[src/rtl/byte_word_packer.sv]
// byte_word_packer: packs a byte stream into wide words with valid/ready output, idle flush and overflow flag
module byte_word_packer #(
  parameter int BYTE_W     = 8,
  parameter int N_BYTES    = 4,
  parameter int LITTLE_END = 1,
  parameter int TIMEOUT    = 0
) (
  input  logic                          clk,
  input  logic                          rst,
  input  logic [BYTE_W-1:0]             dato,
  input  logic                          rx_flat,
  input  logic                          clear,
  input  logic                          word_ready,
  output logic [BYTE_W*N_BYTES-1:0]     data_comple,
  output logic                          flat_comple,
  output logic [$clog2(N_BYTES+1)-1:0]  word_bytes,
  output logic                          partial,
  output logic                          overflow
);
  localparam int IW = $clog2(N_BYTES);
  localparam int CW = $clog2(N_BYTES + 1);
  localparam int TW = TIMEOUT > 0 ? $clog2(TIMEOUT + 1) : 1;
  localparam logic [IW-1:0] LAST = IW'(N_BYTES - 1);
  localparam logic [TW-1:0] TMAX = TW'(TIMEOUT);

  logic [N_BYTES-1:0][BYTE_W-1:0] slots_q, slots_d;
  logic [IW-1:0]                  cnt_q, cnt_d;
  logic [TW-1:0]                  idle_q, idle_d;
  logic [BYTE_W*N_BYTES-1:0]      data_q, data_d, word;
  logic                           flat_q, flat_d, part_q, part_d, ovf_q, ovf_d;
  logic [CW-1:0]                  wb_q, wb_d;
  logic                           out_free, accept, store, full_ld, drop, flush, load;

  assign out_free = !flat_q || word_ready;
  assign accept   = rx_flat && !clear;
  assign store    = accept && cnt_q != LAST;
  assign full_ld  = accept && cnt_q == LAST && out_free;
  assign drop     = accept && cnt_q == LAST && !out_free;
  assign flush    = TIMEOUT > 0 && !clear && !rx_flat && cnt_q != '0 && idle_q == TMAX && out_free;
  assign load     = full_ld || flush;

  // Unfilled slots read as zero so a flushed partial word never carries stale bytes.
  for (genvar k = 0; k < N_BYTES; k++) begin : g_slot
    localparam int P = LITTLE_END != 0 ? k : N_BYTES - 1 - k;
    logic [BYTE_W-1:0] b;
    assign b = IW'(k) < cnt_q ? slots_q[k] : (IW'(k) == cnt_q && full_ld) ? dato : '0;
    assign word[P*BYTE_W +: BYTE_W] = b;
  end

  always_comb begin
    slots_d = slots_q;
    if (store) slots_d[cnt_q] = dato;
    cnt_d  = (clear || load) ? '0 : store ? cnt_q + 1'b1 : cnt_q;
    idle_d = (clear || load || store || cnt_q == '0) ? '0
           : (TIMEOUT > 0 && !rx_flat && idle_q != TMAX) ? idle_q + 1'b1 : idle_q;
    flat_d = load || (flat_q && !word_ready);
    data_d = load ? word : data_q;
    wb_d   = full_ld ? CW'(N_BYTES) : flush ? CW'(cnt_q) : wb_q;
    part_d = load ? flush : part_q;
    ovf_d  = clear ? 1'b0 : drop ? 1'b1 : ovf_q;
  end

  always_ff @(posedge clk or negedge rst) begin
    if (!rst) begin
      slots_q <= '0;
      cnt_q   <= '0;
      idle_q  <= '0;
      data_q  <= '0;
      flat_q  <= 1'b0;
      wb_q    <= '0;
      part_q  <= 1'b0;
      ovf_q   <= 1'b0;
    end else begin
      slots_q <= slots_d;
      cnt_q   <= cnt_d;
      idle_q  <= idle_d;
      data_q  <= data_d;
      flat_q  <= flat_d;
      wb_q    <= wb_d;
      part_q  <= part_d;
      ovf_q   <= ovf_d;
    end
  end

  assign data_comple = data_q;
  assign flat_comple = flat_q;
  assign word_bytes  = wb_q;
  assign partial     = part_q;
  assign overflow    = ovf_q;
endmodule

[config.mk]
export PLATFORM = sky130hd
export DESIGN_NAME = byte_word_packer
export DESIGN_NICKNAME = d
export VERILOG_FILES = /design/src/rtl/byte_word_packer.sv
export SDC_FILE = /design/constraint.sdc
export NUM_CORES = 1
export LEC_CHECK = 0
export CAP_MARGIN = 20
export CORE_UTILIZATION = 40
export DETAILED_ROUTE_END_ITERATION = 6
export PLACE_DENSITY = 0.7
export SYNTH_ARGS = -nofsm -noshare
export SYNTH_HDL_FRONTEND = slang
export SYNTH_SLANG_ARGS = --single-unit
[constraint.sdc]
create_clock -name clk -period 3.19 [get_ports clk]
set_input_delay 0.7975 -clock clk [delete_from_list [all_inputs] [get_ports clk]]
set_output_delay 0.7975 -clock clk [all_outputs]
set_load 0.1 [all_outputs]
; Word level (Yosys, flattened, before mapping)
; Cells that the tools add are included.
[word_totals]
regBits = 69
out_inout_bits = 38
word_cells = 57
[op_classes]
addsub = 1
n_lt_le_gt_ge = 6
n_eq_ne = 5
n_mux = 15
reduce_logical = 21
[op_table]
columns = op, count
row1 = $mux 8, 9
row2 = $bwmux 32, 1
row3 = $demux 8 s2, 1
row4 = $logic_and 1x1->1, 11
row5 = $eq 2x2->1 const A, 2
row6 = $logic_not 1->1, 4
row7 = $lt 1x2->1 const A, 2
row8 = $lt 2x2->1 const A, 2
row9 = $mux 2, 2
row10 = $reduce_bool 2->1, 2
row11 = $logic_or 1x1->1, 3
row12 = $lt 2x3->1 const B, 1
row13 = $add 2x1->2 const B, 1
row14 = $eq 1x2->1 const A, 1
row15 = $eq 2x2->1 const B, 1
row16 = $ge 2x1->1 const B, 1
row17 = $logic_not 2->1, 1
row18 = $mux 1, 2
row19 = $ne 2x2->1 const B, 1

; Longest topological paths before layout
; Gate-level depths: netlist (run 1).
[depth]
ltp_word = 7
mapped_depth = 8
ltp_nobuf = 5

; Least setup slack after synthesis (run 1)
; OpenSTA, ideal clock, no wires.
[synth_path]
kind = flip-flop to flip-flop
start = register flat_q, in the netlist flat_comple
end = register data_q[0], in the netlist data_comple[0]
setup_ns = 0.126
arrival_ns = 1.787
required_ns = 3.064
path_slack_ns = 1.277
path_stages_with_launch = 5
path_buffers = 1
synth_period_minus_slack_ns = 1.913
cell_sequence = dfrtp_1 > and2b_2 > nor2_8 > buf_12 > mux2_4
[synth_via]
elab_chain_len = 6
[synth_lines]
columns = item, line
row1 = start: declaration, 30  ; logic flat_q, flat_d, part_q, part_d, ovf_q, ovf_d;
row2 = start signal: assignment, 78  ; flat_q <= flat_d;
row3 = $logic_not 1->1 *, 34  ; assign out_free = !flat_q || word_ready;
row4 = $logic_or 1x1->1 *, 34
row5 = $logic_and 1x1->1 *, 37  ; assign full_ld = accept && cnt_q == LAST && out_free;
row6 = $logic_and 1x1->1, 46  ; assign b = IW'(k) < cnt_q ? slots_q[k] : (IW'(k) == cnt_q && full_ld) ? dato : '0;
row7 = $mux 8 (2 in series), 46
row8 = end signal: assignment, 77  ; data_q <= data_d;
row9 = end: declaration, 29  ; logic [BYTE_W*N_BYTES-1:0] data_q, data_d, word;
; Every way passes the cells marked *; elsewhere a longest branch is shown, timed or not.
; A chain may end at the register's enable or synchronous reset.

; Final worst setup path (run 1)
[layout_path]
start = register cnt_q[1]
end = register data_q[4], in the netlist data_comple[4]
[layout_via]
elab_chain_len = 6
[layout_lines]
columns = item, line
row1 = start: declaration, 27  ; logic [IW-1:0] cnt_q, cnt_d;
row2 = start signal: assignment, 75  ; cnt_q <= cnt_d;
row3 = $eq 2x2->1, 37
row4 = $logic_and 1x1->1 (2 in series), 37
row5 = $logic_and 1x1->1, 46
row6 = $mux 8 (2 in series), 46
; Parallel ways exist; a longest one is shown, timed or not.

==> results of run 1 <==
-- layout by cell type (no fill, tap or decap) --
cell and instances:
clkbuf_8 9, buf_2 1, o21ai_0 17, bufinv_16 1
clkinv_2 1, nor2_8 1, dfrtp_1 61, mux2_4 29
or2_2 1, nor3_1 2, clkdlybuf4s50_1 11, inv_6 1
and2b_2 2, and2_1 3, clkinv_4 1, buf_4 37
nand2_1 32, mux2_2 35, conb_1 3, buf_12 1
nor3b_2 1, xnor2_1 1, ha_1 5, clkinvlp_4 3
nor2_1 1, mux2i_1 1, a31oi_1 1, inv_1 3
nand3b_4 1
-- stage by stage --
| stage | setup slack [ns] | hold slack (ns) | power [mW] | instances | cell area, um2 |
|---|---|---|---|---|---|
| floorplan | 1.28 | 0.477 | 1.81 | 215 | 2920 |
| global placement | 0.567 | 0.457 | 2.00 | 346 | 3310 |
| detailed placement | 0.539 | 0.461 | 2.02 | 346 | 3310 |
| CTS | 0.825 | 0.403 | 2.71 | 362 | 3510 |
| global route | 0.652 | 0.423 | 2.80 | 362 | 3510 |
| finish | 0.838 | 0.396 | 2.68 | 362 | 3510 |
-- flip-flops by register name, indices dropped and copies added (netlist names) --
| name | count |
|---|---|
| slots_q | 24 |
| data_comple | 32 |
| overflow | 1 |
| flat_comple | 1 |
| word_bytes | 1 |
| cnt_q | 2 |
-- power groups by stage --
stage | clock (mW) | combinational, mW | sequential, mW
after floorplan | 0 | 0.303 | 1.51
after global placement | 0 | 0.938 | 1.06
after detailed placement | 0 | 0.949 | 1.07
after CTS | 0.702 | 0.949 | 1.06
after global routing | 0.736 | 0.987 | 1.08
final | 0.684 | 0.942 | 1.05
-- final timing paths --
path | slack (ns) | end | cells after the start | from
worst max register to register | 0.84 | data_comple[4]$_DFFE_PN0P_ | 5 | cnt_q[1]$_DFFE_PN0P_
worst min register to register | 0.48 | word_bytes[2]$_DFFE_PN0P_ | 1 | word_bytes[2]$_DFFE_PN0P_
worst min-delay path | 0.40 | data_comple[27]$_DFFE_PN0P_ | 1 | rst
max in group asynchronous | 2.08 | slots_q[16]$_DFFE_PN0P_ | 2 | rst
worst max-delay path | 0.84 | data_comple[4]$_DFFE_PN0P_ | 5 | cnt_q[1]$_DFFE_PN0P_
min in group clk | 0.48 | word_bytes[2]$_DFFE_PN0P_ | 1 | word_bytes[2]$_DFFE_PN0P_
-- final cells by class --
cell class | instances | area, um2 | area share [%]
well taps | 96 | 120 | 3.42
inverters | 3 | 11.3 | 0.321
flip-flops and latches | 61 | 1530 | 43.5
clock inverters | 7 | 75.1 | 2.14
multi-input cells | 136 | 1240 | 35.4
clock buffers | 9 | 124 | 3.53
repair buffers | 50 | 413 | 11.8
-- critical path: cells and delay by family, from the launching register on --
family	cells	cell delay, ns
adders and majority gates	1	0.39
and+or+nand+nor	2	0.55
buffers and inverters	1	0.23
DFF	1	0.73
muxes	1	0.31
-- logic make-up (layout without fill, tap and decap cells) --
kind of cell | count (synthesis) | after routing
AND/OR/NAND/NOR | 44 | 44
flip-flops | 61 | 61
other | 1 | 3
buffers and inverters | 18 | 69
AO/OA/AOI/OAI | 18 | 18
XOR/XNOR | 1 | 1
multiplexers | 65 | 65
adder cells (fa/ha/maj) | 5 | 5
-- per-layer routing --
| layer | share of wire (%) | wire (um) | vias to the layer above | track usage [%] |
|---|---|---|---|---|
| met1 | 49 | 2660 | 841 | 22.8 |
| met2 | 45 | 2420 | 39 | 24.5 |
| met4 | 2.3 | 123 | 0 | 8.94 |
| met5 | 0 | 0 | - | 0 |
| met3 | 3.3 | 180 | 11 | 3.89 |
| li1 | - | - | 814 | - |
==> impl_metrics.env, run 1 <==
export IMPL_status="completed"
export IMPL_post_cts_resized=0
export IMPL_power_frac_clock_pct=25.5
export IMPL_postCtsHoldBufs=0
export IMPL_die_width_um=87.4
export IMPL_hp_class="input pin to async pin"
export IMPL_cp_end_kind="flip-flop"
export IMPL_synthTopCellsByCount="dfrtp_1, mux2_2, nand2_1"
export IMPL_critPathMaxStageDelay_ns=0.73
export IMPL_core_area_mm2=0.00691
export IMPL_p_sw_mw=1.06
export IMPL_vdd_drop_max_mv=0.476
export IMPL_synth_top_area_share_pct=52.4
export IMPL_overflow=0
export IMPL_synth_cell_types=24
export IMPL_maxSlewHeadroom_pct=59.7
export IMPL_n_fill_cell=614
export IMPL_crit_path_max_fanout=21
export IMPL_clock_latency_ns=0.34
export IMPL_clock_skew_ns=0.0107
export IMPL_synth_seq_area_share_pct=52.4
export IMPL_worst_path_max_delay_cell="dfrtp_1"
export IMPL_cts_tree="done"
export IMPL_grt_max_degree=27
export IMPL_start_util_pct=42.2
export IMPL_antenna_found_initial=0
export IMPL_postCtsSetupBuffers=0
export IMPL_setup_tns_ns=0
export IMPL_grt_pass1_wl_um=9210
export IMPL_pin_count=51
export IMPL_syn_cell_area_mm2=0.00291
export IMPL_avgSynthCellArea_um2=13.7
export IMPL_worstPathRequired_ns=3.42
export IMPL_worstPathArrival_ns=2.58
export IMPL_num_vias=1705
export IMPL_path_cells="ha_1 -> nand3b_4 -> nor2_8 -> buf_12 -> mux2_4"
export IMPL_numCtsBuffers=9
export IMPL_area_growth_pct=20.5
export IMPL_p_int_mw=1.62
export IMPL_power_frac_comb_pct=35.2
export IMPL_min_period_over_period_pct=73.7
export IMPL_clock_sinks=61
export IMPL_rows=30
export IMPL_path_clk_slew_ns=0.07
export IMPL_synth_mux_area_share_pct=28.8
export IMPL_cts_path_max_buffers=2
export IMPL_timing_fmax_mhz=425
export IMPL_die_h_um=87.4
export IMPL_firstDrtPassIters=4
export IMPL_synth_edf_count=0
export IMPL_pwr_density_cell_mw_per_mm2=763
export IMPL_leakagePower_nw=1.64
export IMPL_portBuffers=47
export IMPL_grt_use_total_pct=16.7
export IMPL_worst_setup_path_start_kind="flip-flop"
export IMPL_crit_type="flip-flop to flip-flop"
export IMPL_worstMarginPinSlew_ns=0.604
export IMPL_ys_seq_elements=61
export IMPL_rsz0062_at_grt="false"
export IMPL_place_congestion=0.709
export IMPL_synth_top_cells_by_area="dfrtp_1, mux2_4, mux2_2, nand2_1, o21ai_0"
export IMPL_wirelength_um=5390
export IMPL_die_area_mm2=0.00763
export IMPL_drc=0
export IMPL_yosys_area_share_adder_pct=2.15
export IMPL_cts_root_buf="clkbuf_8"
export IMPL_wl_per_cell_um=14.9
export IMPL_cap_violations=0
export IMPL_hold_viol=0
export IMPL_drt_vias_per_instance=4.71
export IMPL_antennaDiodeCount=0
export IMPL_drt_iter0_drc=69
export IMPL_syn_inst=213
export IMPL_synth_top_cell_by_area="dfrtp_1"
export IMPL_postRouteAntennaNets=0
export IMPL_setup_viol=0
export IMPL_final_util_pct=50.9
export IMPL_synth_simple_gate_area_share_pct=7.86
export IMPL_synthFlopType="dfrtp_1"
export IMPL_p_sw_share_pct=39.6
export IMPL_min_period_ns=2.35
export IMPL_fin_nets=279
export IMPL_synth_xor_area_share_pct=0.301
export IMPL_grt_pass1_vias=1786
export IMPL_synth_most_common_cell="dfrtp_1"
export IMPL_ctsHtreeMaxLevel=3
export IMPL_p_seq_share_pct=39.3
export IMPL_synth_warnings=0
export IMPL_synthArstFlopShare_pct=100
export IMPL_drv_slew=0
export IMPL_synth_compound_area_share_pct=3.13
export IMPL_post_dp_hpwl_um=3630
export IMPL_layout_drive_gt1_share_pct=47.0
export IMPL_synth_top_family_by_area="multiplexers"
No activity file was read; power rests on OpenSTA's default activity.
==> run 2, diff against run 1 <==
==> constraint.sdc (replaced) <==
create_clock -name clk -period 2.2 [get_ports clk]
set_input_delay 0.55 -clock clk [delete_from_list [all_inputs] [get_ports clk]]
set_output_delay 0.55 -clock clk [all_outputs]
set_load 0.1 [all_outputs]
==> run 2 against run 1 <==
Routed wire length is 1.4% lower. Sequential share of layout area is 1.2 points lower. Total power is 50% higher. Via count is 0.59% lower. Combinational power is 48% higher. Utilization is 1.4 points higher. Critical path depth is 1 lower. Highest routed layer unchanged.
==> impl_metrics.env, run 2 (synthesis results as in run 1) <==
export IMPL_status="completed"
export IMPL_timing_fmax_mhz=518
export IMPL_fin_cells=365
export IMPL_worstPathRequired_ns=2.42
export IMPL_cts_tree="done"
export IMPL_crit_path_max_fanout=8
export IMPL_antenna_found_initial=0
export IMPL_post_cts_resized=0
export IMPL_cap_violations=0
export IMPL_use_met1_pct=23.1
export IMPL_worst_setup_path_start_kind="input pin"
export IMPL_postRouteAntennaNets=0
export IMPL_multi_input_area_mm2=0.00124
export IMPL_post_dp_hpwl_um=3620
export IMPL_layout_common_cells="dfrtp_1, buf_4, mux2_2"
export IMPL_use_met3_pct=3.79
export IMPL_clock_skew_ns=0.00669
export IMPL_drv_slew=0
export IMPL_antennaDiodeCount=0
export IMPL_critPathLaunch="rx_flat"
export IMPL_fin_nets=282
export IMPL_hold_viol=0
export IMPL_cp_end_kind="flip-flop"
export IMPL_n_fill_cell=616
export IMPL_die_area_mm2=0.00763
export IMPL_cts_path_max_buffers=2
export IMPL_firstDrtPassIters=5
export IMPL_worstPathArrival_ns=2.15
export IMPL_portBuffers=47
export IMPL_drt_vias_per_instance=4.64
export IMPL_overflow=0
export IMPL_ctsHtreeMaxLevel=3
export IMPL_r2r_end="slots_q[14]$_DFFE_PN0P_"
export IMPL_numCtsBuffers=9
export IMPL_crit_end="slots_q[14]$_DFFE_PN0P_"
export IMPL_reg2reg_from="cnt_q[0]$_DFFE_PN0P_"
export IMPL_rows=30
export IMPL_seq_area_mm2=0.00153
export IMPL_min_period_ns=1.93
export IMPL_grt_pass1_vias=1688
export IMPL_crit_type="input pin to flip-flop"
export IMPL_grt_max_degree=46
export IMPL_postCtsSetupBuffers=0
export IMPL_area_growth_pct=23.9
export IMPL_final_util_pct=52.3
export IMPL_clock_latency_ns=0.33
export IMPL_vdd_drop_max_mv=0.440
export IMPL_grt_use_total_pct=15.8
export IMPL_pwr_density_cell_mw_per_mm2=1110
export IMPL_cts_root_buf="clkbuf_8"
export IMPL_clock_sinks=61
export IMPL_wirelength_um=5320
export IMPL_rsz0062_at_grt="false"
export IMPL_die_width_um=87.4
export IMPL_pin_count=51
export IMPL_regToRegSetupSlack_ns=0.30
export IMPL_mostFrequentLayoutCell="dfrtp_1"
export IMPL_num_vias=1695
export IMPL_min_period_over_period_pct=87.7
export IMPL_core_area_mm2=0.00691
export IMPL_met2_usage_pct=21.9
export IMPL_r2r_cells=4
export IMPL_grt_pass1_wl_um=8900
export IMPL_dp_cells=349
export IMPL_busiest_layer="met1"
export IMPL_leakagePower_nw=1.70
export IMPL_postCtsHoldBufs=0
export IMPL_path_clk_slew_ns=0.06
export IMPL_hp_class="input pin to async pin"
export IMPL_die_h_um=87.4
export IMPL_drt_iter0_drc=74
export IMPL_layout_drive_gt1_share_pct=47.2
export IMPL_drc=0
export IMPL_wl_per_cell_um=14.6
export IMPL_largest_reg_flops=32
export IMPL_start_util_pct=42.2
export IMPL_setup_viol=0
export IMPL_place_congestion=0.728
-- run 2: where the power goes --
group	total (mW)	internal, mW	leakage, nW	switching (mW)
combinational	1.39	0.453	0.786	0.940
sequential	1.52	1.38	0.797	0.139
clock	1.11	0.696	0.116	0.415
total	4.02	2.53	1.70	1.49
-- run 2: worst min-delay path by stage --
stage / to / slack [ns] / from / depth (start not counted)
finish: data_comple[29]$_DFFE_PN0P_ / 0.14 / rst / 1
global route: data_comple[26]$_DFFE_PN0P_ / 0.16 / rst / 1
CTS: data_comple[26]$_DFFE_PN0P_ / 0.14 / rst / 1
detailed placement: word_bytes[2]$_DFFE_PN0P_ / 0.46 / word_bytes[2]$_DFFE_PN0P_ / 1
global placement: word_bytes[2]$_DFFE_PN0P_ / 0.46 / word_bytes[2]$_DFFE_PN0P_ / 1
floorplan: cnt_q[0]$_DFFE_PN0P_ / 0.25 / rst / 0
-- run 2: final cells by class --
cell class / instances / share of cell area, %
inverters: 3 / 0.312
well taps: 96 / 3.33
multi-input cells: 136 / 34.4
flip-flops and latches: 61 / 42.3
repair buffers: 53 / 13.4
clock buffers: 12 / 4.30
clock inverters: 4 / 1.94
-- run 2: worst max-delay path, cell delays in order --
cell,delay (ns)
clkdlybuf4s50_1,0.57
nor3b_2,0.26
and2_1,0.39
mux2_2,0.38
-- run 2: layer usage --
metal	vias to the layer above	share of wire, %
li1	829	-
met1	817	50
met2	40	44
met3	9	4.1
met4	0	1.8
met5	-	0
-- run 2: through the flow --
step	total power, mW	hold slack (ns)	instance area, um2	setup slack, ns	TNS, ns
floorplan	2.63	0.254	2920	0.287	0
global placement	2.91	0.457	3390	-0.00709	-0.0507
detailed placement	2.94	0.461	3390	-0.0835	-0.627
CTS	4.06	0.143	3610	0.263	0
global route	4.21	0.164	3610	0.150	0
finish	4.02	0.143	3610	0.270	0
